File: src/rtl/ntt_ctrl_if.sv
// Command, RAM/ROM address and butterfly-mode bus of the NTT sequencing controller.
// master = command/datapath side, slave = ntt_ctrl.
interface ntt_ctrl_if;
  logic       start;
  logic       inv;
  logic       busy;
  logic       done;
  logic       rd_en;
  logic [7:0] rd_addr_a;
  logic [7:0] rd_addr_b;
  logic [7:0] tw_addr;
  logic [1:0] bf_mode;
  logic       wr_en;
  logic [7:0] wr_addr_a;
  logic [7:0] wr_addr_b;

  modport master (
    output start, inv,
    input  busy, done, rd_en, rd_addr_a, rd_addr_b, tw_addr, bf_mode,
    input  wr_en, wr_addr_a, wr_addr_b
  );

  modport slave (
    input  start, inv,
    output busy, done, rd_en, rd_addr_a, rd_addr_b, tw_addr, bf_mode,
    output wr_en, wr_addr_a, wr_addr_b
  );
endinterface

File: src/rtl/ntt_ctrl.sv
// In-place 256-point forward/inverse NTT sequencer for the Dilithium butterfly datapath.
// Optional INTT n^-1 scaling pass enabled by defining NTT_CTRL_INTT_SCALE_EN.
module ntt_ctrl #(
  parameter int unsigned RAM_LAT   = 1,
  parameter int unsigned BF_LAT    = 3,
  parameter logic [7:0]  SCALE_IDX = 8'd0
) (
  input logic       clk,
  input logic       rst_n,
  ntt_ctrl_if.slave bus
);
  localparam int unsigned L  = RAM_LAT + BF_LAT;
  localparam int unsigned CW = $clog2(L + 1);

  typedef enum logic [1:0] {IDLE, ISSUE, DRAIN, DONE} state_t;

  typedef struct packed {
    logic [7:0] a;
    logic [7:0] b;
    logic [7:0] tw;
    logic [1:0] mode;
  } issue_t;

  // Butterfly addressing for stage s of a forward (CT) or inverse (GS) pass.
  function automatic issue_t bf_calc(input logic [2:0] s, input logic [6:0] i, input logic iv);
    logic [7:0] len, grp, j;
    bf_calc = '0;
    if (!iv) begin
      len          = 8'd128 >> s;
      grp          = {1'b0, i} >> (3'd7 - s);
      j            = (grp << (4'd8 - {1'b0, s})) | ({1'b0, i} & (len - 8'd1));
      bf_calc.tw   = (8'd1 << s) + grp;
      bf_calc.mode = 2'b00;
    end else begin
      len          = 8'd1 << s;
      grp          = {1'b0, i} >> s;
      j            = (grp << ({1'b0, s} + 4'd1)) | ({1'b0, i} & (len - 8'd1));
      bf_calc.tw   = (8'd255 >> s) - grp;
      bf_calc.mode = 2'b01;
    end
    bf_calc.a = j;
    bf_calc.b = j + len;
  endfunction

  function automatic issue_t next_issue(input logic [3:0] s, input logic [6:0] i, input logic iv);
`ifdef NTT_CTRL_INTT_SCALE_EN
    if (s[3]) begin
      next_issue.a    = {i, 1'b0};
      next_issue.b    = {i, 1'b1};
      next_issue.tw   = SCALE_IDX;
      next_issue.mode = 2'b10;
    end else begin
      next_issue = bf_calc(s[2:0], i, iv);
    end
`else
    next_issue = bf_calc(s[2:0], i, iv);
`endif
  endfunction

  state_t          state;
  logic            inv_q;
  logic [3:0]      stage;
  logic [6:0]      idx;
  logic [CW-1:0]   cnt;
  logic            busy_q, done_q;
  logic [3:0]      last_stage;

  logic            fire;
  logic [3:0]      iss_s;
  logic [6:0]      iss_i;
  logic            iss_inv;
  issue_t          iss;

  logic            rd_en_q;
  logic [7:0]      rd_a, rd_b, tw_q;
  logic [1:0]      rd_mode;

  logic [L-1:0]    wv;
  logic [7:0]      wa [L];
  logic [7:0]      wb [L];
  logic [1:0]      mp [RAM_LAT];

`ifdef NTT_CTRL_INTT_SCALE_EN
  assign last_stage = inv_q ? 4'd8 : 4'd7;
`else
  assign last_stage = 4'd7;
`endif

  // Issue decision looks one cycle ahead so the read strobe/addresses are registered.
  always_comb begin
    iss_s   = stage;
    iss_i   = idx + 7'd1;
    iss_inv = inv_q;
    fire    = 1'b0;
    case (state)
      IDLE: begin
        iss_s   = '0;
        iss_i   = '0;
        iss_inv = bus.inv;
        fire    = bus.start;
      end
      ISSUE: fire = (idx != 7'd127);
      DRAIN: begin
        iss_s = stage + 4'd1;
        iss_i = '0;
        fire  = (cnt == CW'(L - 1)) && (stage != last_stage);
      end
      default: fire = 1'b0;
    endcase
  end

  assign iss = next_issue(iss_s, iss_i, iss_inv);

  always_ff @(posedge clk or posedge rst_n) begin
    if (rst_n) begin
      state  <= IDLE;
      inv_q  <= 1'b0;
      stage  <= '0;
      idx    <= '0;
      cnt    <= '0;
      busy_q <= 1'b0;
      done_q <= 1'b0;
    end else begin
      done_q <= 1'b0;
      case (state)
        IDLE: if (bus.start) begin
          inv_q  <= bus.inv;
          stage  <= '0;
          idx    <= '0;
          busy_q <= 1'b1;
          state  <= ISSUE;
        end
        ISSUE: if (idx == 7'd127) begin
          cnt   <= '0;
          state <= DRAIN;
        end else begin
          idx <= idx + 7'd1;
        end
        DRAIN: if (cnt == CW'(L - 1)) begin
          if (stage == last_stage) begin
            done_q <= 1'b1;
            state  <= DONE;
          end else begin
            stage <= stage + 4'd1;
            idx   <= '0;
            state <= ISSUE;
          end
        end else begin
          cnt <= cnt + CW'(1);
        end
        DONE: begin
          busy_q <= 1'b0;
          state  <= IDLE;
        end
        default: state <= IDLE;
      endcase
    end
  end

  always_ff @(posedge clk or posedge rst_n) begin
    if (rst_n) begin
      rd_en_q <= 1'b0;
      rd_a    <= '0;
      rd_b    <= '0;
      tw_q    <= '0;
      rd_mode <= '1;
    end else begin
      rd_en_q <= fire;
      if (fire) begin
        rd_a    <= iss.a;
        rd_b    <= iss.b;
        tw_q    <= iss.tw;
        rd_mode <= iss.mode;
      end
    end
  end

  // Write-back and mode delay lines; idle slots carry mode 11.
  always_ff @(posedge clk or posedge rst_n) begin
    if (rst_n) begin
      wv <= '0;
      for (int unsigned k = 0; k < L; k++) begin
        wa[k] <= '0;
        wb[k] <= '0;
      end
      for (int unsigned k = 0; k < RAM_LAT; k++) mp[k] <= '1;
    end else begin
      wv[0] <= rd_en_q;
      wa[0] <= rd_a;
      wb[0] <= rd_b;
      for (int unsigned k = 1; k < L; k++) begin
        wv[k] <= wv[k-1];
        wa[k] <= wa[k-1];
        wb[k] <= wb[k-1];
      end
      mp[0] <= rd_en_q ? rd_mode : 2'b11;
      for (int unsigned k = 1; k < RAM_LAT; k++) mp[k] <= mp[k-1];
    end
  end

  assign bus.busy      = busy_q;
  assign bus.done      = done_q;
  assign bus.rd_en     = rd_en_q;
  assign bus.rd_addr_a = rd_a;
  assign bus.rd_addr_b = rd_b;
  assign bus.tw_addr   = tw_q;
  assign bus.bf_mode   = mp[RAM_LAT-1];
  assign bus.wr_en     = wv[L-1];
  assign bus.wr_addr_a = wa[L-1];
  assign bus.wr_addr_b = wb[L-1];
endmodule

File: src/flat_wrapper.sv
// flat-port wrapper written by rule: the top's interface ports become plain ports
module ntt_ctrl_flat 
#(
  parameter int unsigned RAM_LAT   = 1,
  parameter int unsigned BF_LAT    = 3,
  parameter logic [7:0]  SCALE_IDX = 8'd0
)
  (clk, rst_n, bus_start, bus_inv, bus_busy, bus_done, bus_rd_en, bus_rd_addr_a, bus_rd_addr_b, bus_tw_addr, bus_bf_mode, bus_wr_en, bus_wr_addr_a, bus_wr_addr_b);
  ntt_ctrl_if bus_i ();
  input logic clk;
  input logic rst_n;
  input wire logic [$bits(bus_i.start)-1:0] bus_start;
  input wire logic [$bits(bus_i.inv)-1:0] bus_inv;
  output wire logic [$bits(bus_i.busy)-1:0] bus_busy;
  output wire logic [$bits(bus_i.done)-1:0] bus_done;
  output wire logic [$bits(bus_i.rd_en)-1:0] bus_rd_en;
  output wire logic [$bits(bus_i.rd_addr_a)-1:0] bus_rd_addr_a;
  output wire logic [$bits(bus_i.rd_addr_b)-1:0] bus_rd_addr_b;
  output wire logic [$bits(bus_i.tw_addr)-1:0] bus_tw_addr;
  output wire logic [$bits(bus_i.bf_mode)-1:0] bus_bf_mode;
  output wire logic [$bits(bus_i.wr_en)-1:0] bus_wr_en;
  output wire logic [$bits(bus_i.wr_addr_a)-1:0] bus_wr_addr_a;
  output wire logic [$bits(bus_i.wr_addr_b)-1:0] bus_wr_addr_b;
  assign bus_i.start = bus_start;
  assign bus_i.inv = bus_inv;
  assign bus_busy = bus_i.busy;
  assign bus_done = bus_i.done;
  assign bus_rd_en = bus_i.rd_en;
  assign bus_rd_addr_a = bus_i.rd_addr_a;
  assign bus_rd_addr_b = bus_i.rd_addr_b;
  assign bus_tw_addr = bus_i.tw_addr;
  assign bus_bf_mode = bus_i.bf_mode;
  assign bus_wr_en = bus_i.wr_en;
  assign bus_wr_addr_a = bus_i.wr_addr_a;
  assign bus_wr_addr_b = bus_i.wr_addr_b;
  ntt_ctrl #(.RAM_LAT(RAM_LAT), .BF_LAT(BF_LAT), .SCALE_IDX(SCALE_IDX)) u_core (.clk(clk), .rst_n(rst_n), .bus(bus_i));
endmodule
File: config.mk
export PLATFORM = sky130hd
export DESIGN_NAME = ntt_ctrl_flat
export DESIGN_NICKNAME = d
export VERILOG_FILES = /design/src/rtl/ntt_ctrl_if.sv /design/src/rtl/ntt_ctrl.sv /design/src/flat_wrapper.sv
export SDC_FILE = /design/constraint.sdc
export NUM_CORES = 1
export LEC_CHECK = 0
export ABC_CLOCK_PERIOD_IN_PS = 4800
export CAP_MARGIN = 30
export CORE_MARGIN = 1
export CORE_UTILIZATION = 54
export CTS_CLUSTER_DIAMETER = 30
export CTS_CLUSTER_SIZE = 30
export DETAILED_ROUTE_END_ITERATION = 8
export PLACE_DENSITY = 0.77
export SYNTH_ARGS = -nofsm -noshare
export SYNTH_HDL_FRONTEND = slang
export SYNTH_SLANG_ARGS = --single-unit
File: constraint.sdc
create_clock -name clk -period 4.8 [get_ports clk]
set_clock_uncertainty 0.15 [all_clocks]
set_input_delay 0.72 -clock clk [delete_from_list [all_inputs] [get_ports clk]]
set_output_delay 0.72 -clock clk [all_outputs]
set_load 0.02 [all_outputs]
==> impl_metrics.env, run 1 <==
export IMPL_hold_start="u_core.wa[16]"
export IMPL_fin_setup_tns_ps=0
export IMPL_met2RoutedLength_um=10600
export IMPL_fin_crit_ps=4670
export IMPL_synth_sequential_area_ratio_pct=43.1
export IMPL_synth_yosys_warnings=0
export IMPL_timing_hold_worst_path_depth=0
export IMPL_cp_required_ps=4980
export IMPL_final_net_count=872
export IMPL_synth_async_reset_ratio_pct=100
export IMPL_die_width_um=114
export IMPL_number_of_hold_buffers_added_after_cts=0
export IMPL_gr_usage_all_layers_pct=34.8
export IMPL_hold_path_class="reg -> reg"
export IMPL_clock_latency_ps=420
export IMPL_postSynth_topFlopCell="dfrtp_1"
export IMPL_place_detailed_instances=975
export IMPL_r2r_cells=20
export IMPL_max_slew_worst_pin_slew_ps=830
export IMPL_max_cap_viol_count=0
export IMPL_route_vias_total=6153
export IMPL_m1WireLength_um=8990
export IMPL_instances_no_fill=1008
export IMPL_clock_sinks=116
export IMPL_setup_viol_count_final=0
export IMPL_gr_total_overflow=0
export IMPL_route_final_wire_length_um=21700
export IMPL_static_leakage_power_uw=0.00391
export IMPL_worst_r2r_startpoint="u_core.state[0]"
export IMPL_design_core_area_mm2=0.0121
export IMPL_report_final_hold_viol_count=0
export IMPL_postSynthRegisterBits=116
export IMPL_highest_signal_layer="met4"
export IMPL_start_util_pct=55.7
export IMPL_num_rows=40
export IMPL_antenna_found_initial=0
export IMPL_path_clk_slew_ps=60
export IMPL_syn_mean_instance_area_um2=9.44
export IMPL_first_global_vias=6222
export IMPL_detail_route_iter0_violations=589
export IMPL_clk_path_buf_depth=2
export IMPL_place_hpwl_um=15500
export IMPL_critical_path_peak_fanout=9
export IMPL_cts_buffers_inserted=17
export IMPL_power_density_cell_area_mw_per_mm2=704
export IMPL_cp_end_kind="flop"
export IMPL_numPortBuffers=49
export IMPL_drt_wirelength_per_cell_um=21.5
export IMPL_ant_nets=0
export IMPL_timing_critical_path_arrival_ps=4850
export IMPL_post_route_period_util_pct=97.3
export IMPL_mappedNetlistNets=759
export IMPL_chipHeight_um=114
export IMPL_fmax_mhz=214
export IMPL_cts_htree_levels=4
export IMPL_drive_above_1_share_pct=24.9
export IMPL_criticalPathCategory="reg -> reg"
export IMPL_total_inserted_antenna_cells=0
export IMPL_routabilityCongestion=1.00
export IMPL_max_slew_margin_rel_pct=44.7
export IMPL_root_buffer="clkbuf_16"
export IMPL_rsz0062_at_grt="true"
export IMPL_viasPerCell=6.10
export IMPL_hold_end="u_core.wa[8]"
export IMPL_irDropWorstVdd_mv=0.307
export IMPL_cts_tree="built"
export IMPL_synth_enable_flop_cells=0
export IMPL_layout_commonest_cell="dfrtp_1"
export IMPL_drt_drc_violations_left=0
export IMPL_synthCells=715
export IMPL_global_route_wire_length_before_repair_um=33600
export IMPL_netlist_area_mm2=0.00675
export IMPL_r2r_end="u_core.bus.rd_addr_b[7]"
export IMPL_layout_common_cells="dfrtp_1, buf_4, nand2_1, o21ai_0, clkdlybuf4s50_1"
export IMPL_cp_start_kind="flop"
export IMPL_dr_pass1_iters=5
export IMPL_final_max_slew_viol_count=0
export IMPL_finalCoreUtilization_pct=72.4
export IMPL_wl_met3_um=1230
export IMPL_power_uw=6170
export IMPL_pin_count=50
export IMPL_yosys_cell_types_count=77
export IMPL_areaGrowthSynthToFinish_pct=29.9
export IMPL_grt_max_degree=72
export IMPL_die_area_mm2=0.0130
export IMPL_r2r_slack_ps=130
export IMPL_outcome="finished clean"
[state kept, by name (all words and copies together), names as in the netlist]
register and cells:
u_core.bus.done 1, u_core.stage 4, u_core.state 2, u_core.bus.rd_en 1
u_core.bus.bf_mode 2, u_core.bus.tw_addr 8, u_core.cnt 3, u_core.bus.rd_addr_a 8
u_core.wv 4, u_core.wa 24, u_core.wb 24, u_core.idx 7
u_core.bus.busy 1, u_core.bus.rd_addr_b 8, u_core.bus.wr_addr_b 8, u_core.bus.wr_addr_a 8
u_core.rd_mode 2, u_core.inv_q 1
[routing by layer]
metal	vias to the layer above	GRT usage, %
met5	-	0
met4	0	16.4
met3	60	5.63
met2	286	59.4
met1	3020	43.3
li1	2787	-
[power breakdown]
group | internal [uW] | total [uW] | switching, uW
sequential | 1370 | 1560 | 197
combinational | 1320 | 3210 | 1890
clock | 943 | 1400 | 456
total | 3630 | 6170 | 2540
[final cells by class]
| cell class | count | area (um2) |
|---|---|---|
| fill | 927 | 3340 |
| clock buffer | 21 | 460 |
| tap | 168 | 210 |
| sequential | 116 | 2910 |
| inverter | 39 | 154 |
| multi-input combinational | 510 | 3650 |
| timing repair buffer | 144 | 1200 |
| clock inverter | 10 | 181 |
[Yosys cell counts, drive strengths merged, types with 13 or more instances]
library cell / n / share of area (%)
clkbuf: 18 / 1.0
buf: 32 / 3.4
o21ai: 61 / 4.5
o211ai: 20 / 2.3
ha: 38 / 7.0
nand2: 83 / 4.6
xnor2: 15 / 1.9
nor3: 21 / 1.6
nor2: 48 / 2.7
dfrtp: 112 / 42
a21oi: 33 / 2.4
a31oi: 13 / 1.4
o31ai: 13 / 1.5
inv: 37 / 2.1
[worst max-delay path: stages (launching register included)]
cell,delay [ps]
dfrtp_1,350
inv_1,100
ha_2,230
or3b_4,370
and2_4,220
buf_4,180
o32ai_4,300
o221ai_2,190
buf_4,210
nand2_1,120
o211ai_1,100
a31oi_1,240
nor2_1,90
ha_1,320
a21oi_2,160
nor2b_1,70
o21a_1,190
o41ai_2,250
xor2_1,150
or4_1,420
a31oi_1,170
[worst max path at each step]
stage / from / to / slack (ps) / cells after the start
2_1_floorplan: u_core.state[0] / u_core.bus.rd_addr_b[7] / 20 / 25
3_3_place_gp: u_core.state[0] / u_core.bus.rd_addr_b[7] / -30 / 20
3_5_place_dp: u_core.state[1] / u_core.bus.rd_addr_b[7] / -60 / 19
4_1_cts: u_core.state[0] / u_core.bus.rd_addr_b[7] / 4 / 21
5_1_grt: u_core.state[1] / u_core.bus.rd_addr_b[7] / -40 / 22
6_report: u_core.state[0] / u_core.bus.rd_addr_b[7] / 130 / 20
[timing repair]
item,in CTS,in global routing
resized for setup,7,42
endpoints found under the setup margin,1,2
pin swaps,2,12
setup buffers,0,2
[per-stage QoR]
| stage | hold WS [ps] | instance area [um2] | worst slack (ps) |
|---|---|---|---|
| final | 197 | 8770 | 130 |
| after global routing | 200 | 8770 | -37.6 |
| after CTS | 198 | 8590 | 3.74 |
| after detailed placement | 186 | 7920 | -64.4 |
| after global placement | 182 | 7920 | -26.4 |
| after floorplan | 181 | 6820 | 20.2 |
[kinds of logic after synthesis]
kind of cell               count (synthesis)  synth area share [%]
and+or+nand+nor                          217                  15.3
buffers and inverters                     89                  6.56
muxes                                     14                  2.21
DFF                                      116                  43.1
adders and majority gates                 40                  7.64
xor gates and xnor gates                  24                  3.11
AOI/OAI and AO/OA                        215                  22.1
No activity file was read; power rests on OpenSTA's default activity.
==> run 2: changes to the inputs <==
--- a/config.mk
+++ b/config.mk
@@ -12,7 +12,9 @@
 export CTS_CLUSTER_DIAMETER = 30
 export CTS_CLUSTER_SIZE = 30
 export DETAILED_ROUTE_END_ITERATION = 8
+export MAX_ROUTING_LAYER = met4
 export PLACE_DENSITY = 0.77
+export SLEW_MARGIN = 10
 export SYNTH_ARGS = -nofsm -noshare
 export SYNTH_HDL_FRONTEND = slang
 export SYNTH_SLANG_ARGS = --single-unit
==> run 2 against run 1 <==
Net effect:
- the flow now finishes with violations (setup timing)
- clock power decreased by 7%
- sequential share of layout area decreased by 0.66 points
- cell area increased by 2.0%
- critical path depth increased by 2
- die area unchanged
- largest cell class unchanged
- highest routed layer unchanged
==> impl_metrics.env, run 2 (synthesis gave the netlist of run 1 again) <==
export IMPL_viasPerCell=6.19
export IMPL_instances_no_fill=1032
export IMPL_clock_latency_ps=420
export IMPL_gr_total_overflow=0
export IMPL_dr_pass1_iters=5
export IMPL_biggestRegsByFlops="u_core.wa x24, u_core.wb x24"
export IMPL_root_buffer="clkbuf_16"
export IMPL_report_final_hold_viol_count=0
export IMPL_cts_htree_levels=4
export IMPL_drt_drc_violations_left=0
export IMPL_design_core_area_mm2=0.0121
export IMPL_max_slew_margin_rel_pct=45.4
export IMPL_chipHeight_um=114
export IMPL_number_of_hold_buffers_added_after_cts=0
export IMPL_total_inserted_antenna_cells=0
export IMPL_gr_usage_all_layers_pct=38.5
export IMPL_setup_viol_count_final=1
export IMPL_violations="setup timing"
export IMPL_antenna_found_initial=0
export IMPL_start_util_pct=55.7
export IMPL_finalCoreUtilization_pct=73.9
export IMPL_path_clk_slew_ps=60
export IMPL_outcome="complete, but fails checks"
export IMPL_place_detailed_instances=985
export IMPL_final_net_count=895
export IMPL_cp_required_ps=4980
export IMPL_min_setup_slack_post_route_ps=-10.3
export IMPL_hold_path_class="reg -> reg"
export IMPL_irDropWorstVdd_mv=0.322
export IMPL_numPortBuffers=49
export IMPL_die_area_mm2=0.0130
export IMPL_areaGrowthSynthToFinish_pct=32.5
export IMPL_cts_tree="built"
export IMPL_detail_route_iter0_violations=619
export IMPL_drive_above_1_share_pct=27.0
export IMPL_route_final_wire_length_um=23000
export IMPL_fmax_mhz=208
export IMPL_timing_critical_path_arrival_ps=4990
export IMPL_first_global_vias=6459
export IMPL_drt_wirelength_per_cell_um=22.3
export IMPL_final_max_slew_viol_count=0
export IMPL_r2r_slack_ps=-10
export IMPL_max_cap_viol_count=0
export IMPL_layout_commonest_cell="buf_4"
export IMPL_ant_nets=0
export IMPL_rsz0062_at_grt="true"
export IMPL_cts_buffers_inserted=17
export IMPL_fin_setup_tns_ps=-10.3
export IMPL_static_leakage_power_uw=0.00400
export IMPL_route_vias_total=6390
export IMPL_routabilityCongestion=0.958
export IMPL_post_route_period_util_pct=100
export IMPL_grt_max_degree=72
export IMPL_cp_start_kind="flop"
export IMPL_global_route_wire_length_before_repair_um=35900
export IMPL_layout_common_cells="buf_4, dfrtp_1, nand2_1, o21ai_0, clkdlybuf4s50_1"
export IMPL_cp_end_kind="flop"
export IMPL_clk_path_buf_depth=2
export IMPL_critical_path_peak_fanout=11
export IMPL_die_width_um=114
export IMPL_criticalPathCategory="reg -> reg"
export IMPL_place_hpwl_um=16600
export IMPL_num_rows=40
export IMPL_power_density_cell_area_mw_per_mm2=706
export IMPL_max_slew_worst_pin_slew_ps=819
export IMPL_fin_crit_ps=4810
export IMPL_pin_count=50
export IMPL_clock_sinks=116
run 2: cell count changes in the layout (fill, tap and decap cells not counted), sizes merged:
cell	before	now
buf	95	118
inv	37	43
bufinv	5	2
clkbuf	21	18
clkinvlp	1	3
clkinv	6	5
run 2: worst paths after layout:
| kind | startpoint | to | depth (start not counted) |
|---|---|---|---|
| worst min-delay path | u_core.wa[18] | u_core.wa[10] | 0 |
| min in group asynchronous | rst_n | u_core.bus.wr_addr_a[0] | 2 |
| max in group asynchronous | rst_n | u_core.stage[2] | 3 |
| worst min register to register | u_core.wa[18] | u_core.wa[10] | 0 |
| worst max register to register | u_core.state[1] | u_core.bus.rd_addr_b[7] | 22 |
| worst max-delay path | u_core.state[1] | u_core.bus.rd_addr_b[7] | 22 |
run 2: per-stage QoR:
stage	setup WS (ps)	area, um2	hold WS (ps)	total power [uW]
6_report	-10.3	8950	196	6320
3_3_place_gp	-49.3	7990	182	4550
5_1_grt	-100	8950	204	6630
3_5_place_dp	-98.5	7990	185	4640
4_1_cts	15.8	8660	195	6050
2_1_floorplan	20.2	6820	181	3330
run 2: cell type report:
type / count / area [um2]
timing repair buffer: 167 / 1390
multi-input combinational: 510 / 3690
sequential: 116 / 2910
fill: 855 / 3170
tap: 168 / 210
clock inverter: 14 / 166
inverter: 39 / 151
clock buffer: 18 / 429
run 2: worst max-delay path, cell delays in order, from the launching register on:
cell and delay [ps]:
dfrtp_1 410, buf_4 170, ha_4 170, or3b_4 420, nand2_4 100, buf_6 150, ha_1 210, buf_4 170
nand2_1 80, inv_1 90, buf_4 150, xnor2_1 70, o21ai_0 300, a21oi_2 80, nor2_1 210, ha_1 300
a21oi_2 170, nor2b_1 80, o21a_1 200, o41ai_2 310, xor2_1 130, or4_1 420, a31oi_1 180
run 2: repair_timing:
| action | in CTS | in global routing |
|---|---|---|
| resized for setup | 10 | 46 |
| pin swaps | 3 | 23 |
| setup buffers | 6 | 9 |
| endpoints found under the setup margin | 2 | 2 |
| gates cloned | 0 | 0 |
run 2: metal layers:
layer / vias up / track usage, % / share of wire [%]
met5: - / - / 0
met4: 0 / 18.8 / 4.2
met3: 79 / 7.60 / 7.3
met2: 341 / 62.5 / 49
met1: 3126 / 46.1 / 39
li1: 2844 / - / -
run 2: power breakdown:
part           internal [uW]  switching [uW]
Combinational           1430            2040
Sequential              1370             194
Clock                    779             516
Total                   3570            2750
==> run 3: changes to the inputs <==
--- a/config.mk
+++ b/config.mk
@@ -7,13 +7,14 @@
 export LEC_CHECK = 0
 export ABC_CLOCK_PERIOD_IN_PS = 4800
 export CAP_MARGIN = 30
-export CORE_MARGIN = 1
+export CORE_MARGIN = 2
 export CORE_UTILIZATION = 54
 export CTS_CLUSTER_DIAMETER = 30
 export CTS_CLUSTER_SIZE = 30
 export DETAILED_ROUTE_END_ITERATION = 8
 export MAX_ROUTING_LAYER = met4
 export PLACE_DENSITY = 0.77
+export SETUP_SLACK_MARGIN = 0.02
 export SLEW_MARGIN = 10
 export SYNTH_ARGS = -nofsm -noshare
 export SYNTH_HDL_FRONTEND = slang
==> constraint.sdc (replaced) <==
create_clock -name clk -period 4.8 [get_ports clk]
set_clock_uncertainty 0.15 [all_clocks]
set_input_delay 0.72 -clock clk [delete_from_list [all_inputs] [get_ports clk]]
set_output_delay 0.72 -clock clk [all_outputs]
set_load 0.05 [all_outputs]
==> run 3 against run 2 <==
Net effect:
- the flow now finishes without violations
- largest cell class unchanged
- critical path depth fell by 1
- worst hold slack got worse by 7.9 ps
- sequential cell count stayed put
- wire length is 4.8% lower
- via count decreased by 1.4%
- utilization is 0.56 points lower
- total power rose by 3.6%
- cell area down 0.76%
- combinational power increased by 5%
- non-clock buffer count shrank 16
- setup slack better by 40 ps
- cell count shrank 1.6%
- highest routed layer unchanged
==> impl_metrics.env, run 3 (synthesis gave the netlist of run 1 again) <==
export IMPL_stages_on_the_worst_setup_path=21
export IMPL_timing_critical_path_arrival_ps=4960
export IMPL_worst_path_dominant_cell_family="compound AO/OA/AOI/OAI gates"
export IMPL_grt_max_degree=67
export IMPL_routabilityCongestion=1.05
export IMPL_final_net_count=879
export IMPL_cts_htree_levels=4
export IMPL_clock_sinks=116
export IMPL_timing_hold_ws_ps=188
export IMPL_clk_path_buf_depth=2
export IMPL_hold_path_class="reg -> reg"
export IMPL_drt_drc_violations_left=0
export IMPL_die_area_mm2=0.0134
export IMPL_power_density_cell_area_mw_per_mm2=737
export IMPL_critical_path_buf_inv_count=4
export IMPL_ant_nets=0
export IMPL_power_uw=6550
export IMPL_r2r_slack_ps=30
export IMPL_global_route_wire_length_before_repair_um=34100
export IMPL_total_inserted_antenna_cells=0
export IMPL_worst_r2r_startpoint="u_core.state[0]"
export IMPL_pin_count=50
export IMPL_place_detailed_instances=967
export IMPL_antenna_found_initial=0
export IMPL_die_width_um=116
export IMPL_drive_above_1_share_pct=26.8
export IMPL_cp_start_kind="flop"
export IMPL_irDropWorstVdd_mv=0.368
export IMPL_viasPerCell=6.20
export IMPL_gr_total_overflow=0
export IMPL_dr_pass1_iters=5
export IMPL_gr_usage_all_layers_pct=34.8
export IMPL_r2r_cells=21
export IMPL_setup_viol_count_final=0
export IMPL_chipHeight_um=116
export IMPL_start_util_pct=55.7
export IMPL_critPathMaxStageDelay_ps=410
export IMPL_timing_critical_path_cells="inv_2, ha_4, mux2_2, a21o_1, buf_4, ha_2, inv_1, a21oi_2, nand2_2, o22ai_2, o22ai_2, inv_1, ha_1, a21o_1, a21oi_2, nor2b_1, o21a_1, o41ai_4, xor2_1, or4_1, a31oi_1"
export IMPL_fmax_mhz=210
export IMPL_criticalPathCategory="reg -> reg"
export IMPL_outcome="finished clean"
export IMPL_final_max_slew_viol_count=0
export IMPL_max_slew_margin_rel_pct=49.2
export IMPL_max_cap_viol_count=0
export IMPL_fin_setup_tns_ps=0
export IMPL_post_route_period_util_pct=99.4
export IMPL_route_vias_total=6302
export IMPL_clock_latency_ps=420
export IMPL_number_of_hold_buffers_added_after_cts=0
export IMPL_finalCoreUtilization_pct=73.3
export IMPL_fin_crit_ps=4770
export IMPL_multi_input_area_mm2=0.00372
export IMPL_cts_buffers_inserted=17
export IMPL_cp_end_kind="flop"
export IMPL_r2r_end="u_core.bus.rd_addr_b[7]"
export IMPL_instances_no_fill=1016
export IMPL_cp_required_ps=4990
export IMPL_static_leakage_power_uw=0.00394
export IMPL_drt_wirelength_per_cell_um=21.6
export IMPL_critPathLaunch="u_core.state[0]"
export IMPL_biggestRegsByFlops="u_core.wa x24, u_core.wb x24"
export IMPL_design_core_area_mm2=0.0121
export IMPL_areaGrowthSynthToFinish_pct=31.5
export IMPL_critical_path_slowest_cell="or4_1"
export IMPL_final_fill_count=889
export IMPL_cts_tree="built"
export IMPL_route_final_wire_length_um=21900
export IMPL_rsz0062_at_grt="true"
export IMPL_report_final_hold_viol_count=0
export IMPL_layout_common_cells="dfrtp_1, buf_4, nand2_1, o21ai_0, clkdlybuf4s50_1"
export IMPL_max_slew_worst_pin_slew_ps=762
export IMPL_numPortBuffers=49
export IMPL_detail_route_iter0_violations=598
export IMPL_root_buffer="clkbuf_16"
export IMPL_regArea_mm2=0.00291
export IMPL_layout_commonest_cell="dfrtp_1"
export IMPL_critical_path_peak_fanout=5
export IMPL_num_rows=40
export IMPL_setup_worst_path_end="u_core.bus.rd_addr_b[7]"
export IMPL_first_global_vias=6163
export IMPL_place_hpwl_um=15800
export IMPL_path_clk_slew_ps=60
==> run 3: worst min-delay path by stage <==
stage,from,endpoint,cells after the start,slack [ps]
2_1_floorplan,u_core.wa[8],u_core.bus.wr_addr_a[0],0,180
5_1_grt,u_core.wa[12],u_core.bus.wr_addr_a[4],0,200
4_1_cts,u_core.wb[19],u_core.wb[11],0,190
6_report,u_core.wb[19],u_core.wb[11],0,190
3_5_place_dp,u_core.wa[23],u_core.wa[15],0,180
3_3_place_gp,u_core.wb[20],u_core.wb[12],0,180
==> run 3: power breakdown <==
part / total, uW / internal, uW / switching, uW
logic: 3660 / 1350 / 2310
registers: 1560 / 1370 / 198
clock network: 1330 / 836 / 490
==> run 3: repair_timing <==
action / 4_1_cts / 5_1_grt
pin swaps: 5 / 24
setup endpoints to repair: 1 / 3
setup buffers: 11 / 6
gates resized for setup: 14 / 48
==> run 3: stage by stage <==
step | cell area (um2) | setup WS, ps
6_report | 8880 | 29.8
5_1_grt | 8880 | -105
4_1_cts | 8610 | 45.7
3_5_place_dp | 7860 | -254
3_3_place_gp | 7860 | -178
2_1_floorplan | 6820 | 20.2
==> run 3: per-layer routing <==
layer | vias to the layer above | GRT usage, % | wire length (um)
li1 | 2807 | - | -
met1 | 3089 | 43.1 | 8950
met2 | 328 | 56.1 | 10700
met3 | 78 | 6.90 | 1480
met4 | 0 | 14.1 | 806
met5 | - | - | 0
==> run 3: area by class of cell <==
class	count	share of cell area (%)
clock inverters	14	1.94
well taps	168	2.37
multi-input cells	510	41.9
flip-flops and latches	116	32.8
inverters	39	1.71
repair buffers	151	14.4
clock buffers	18	4.95
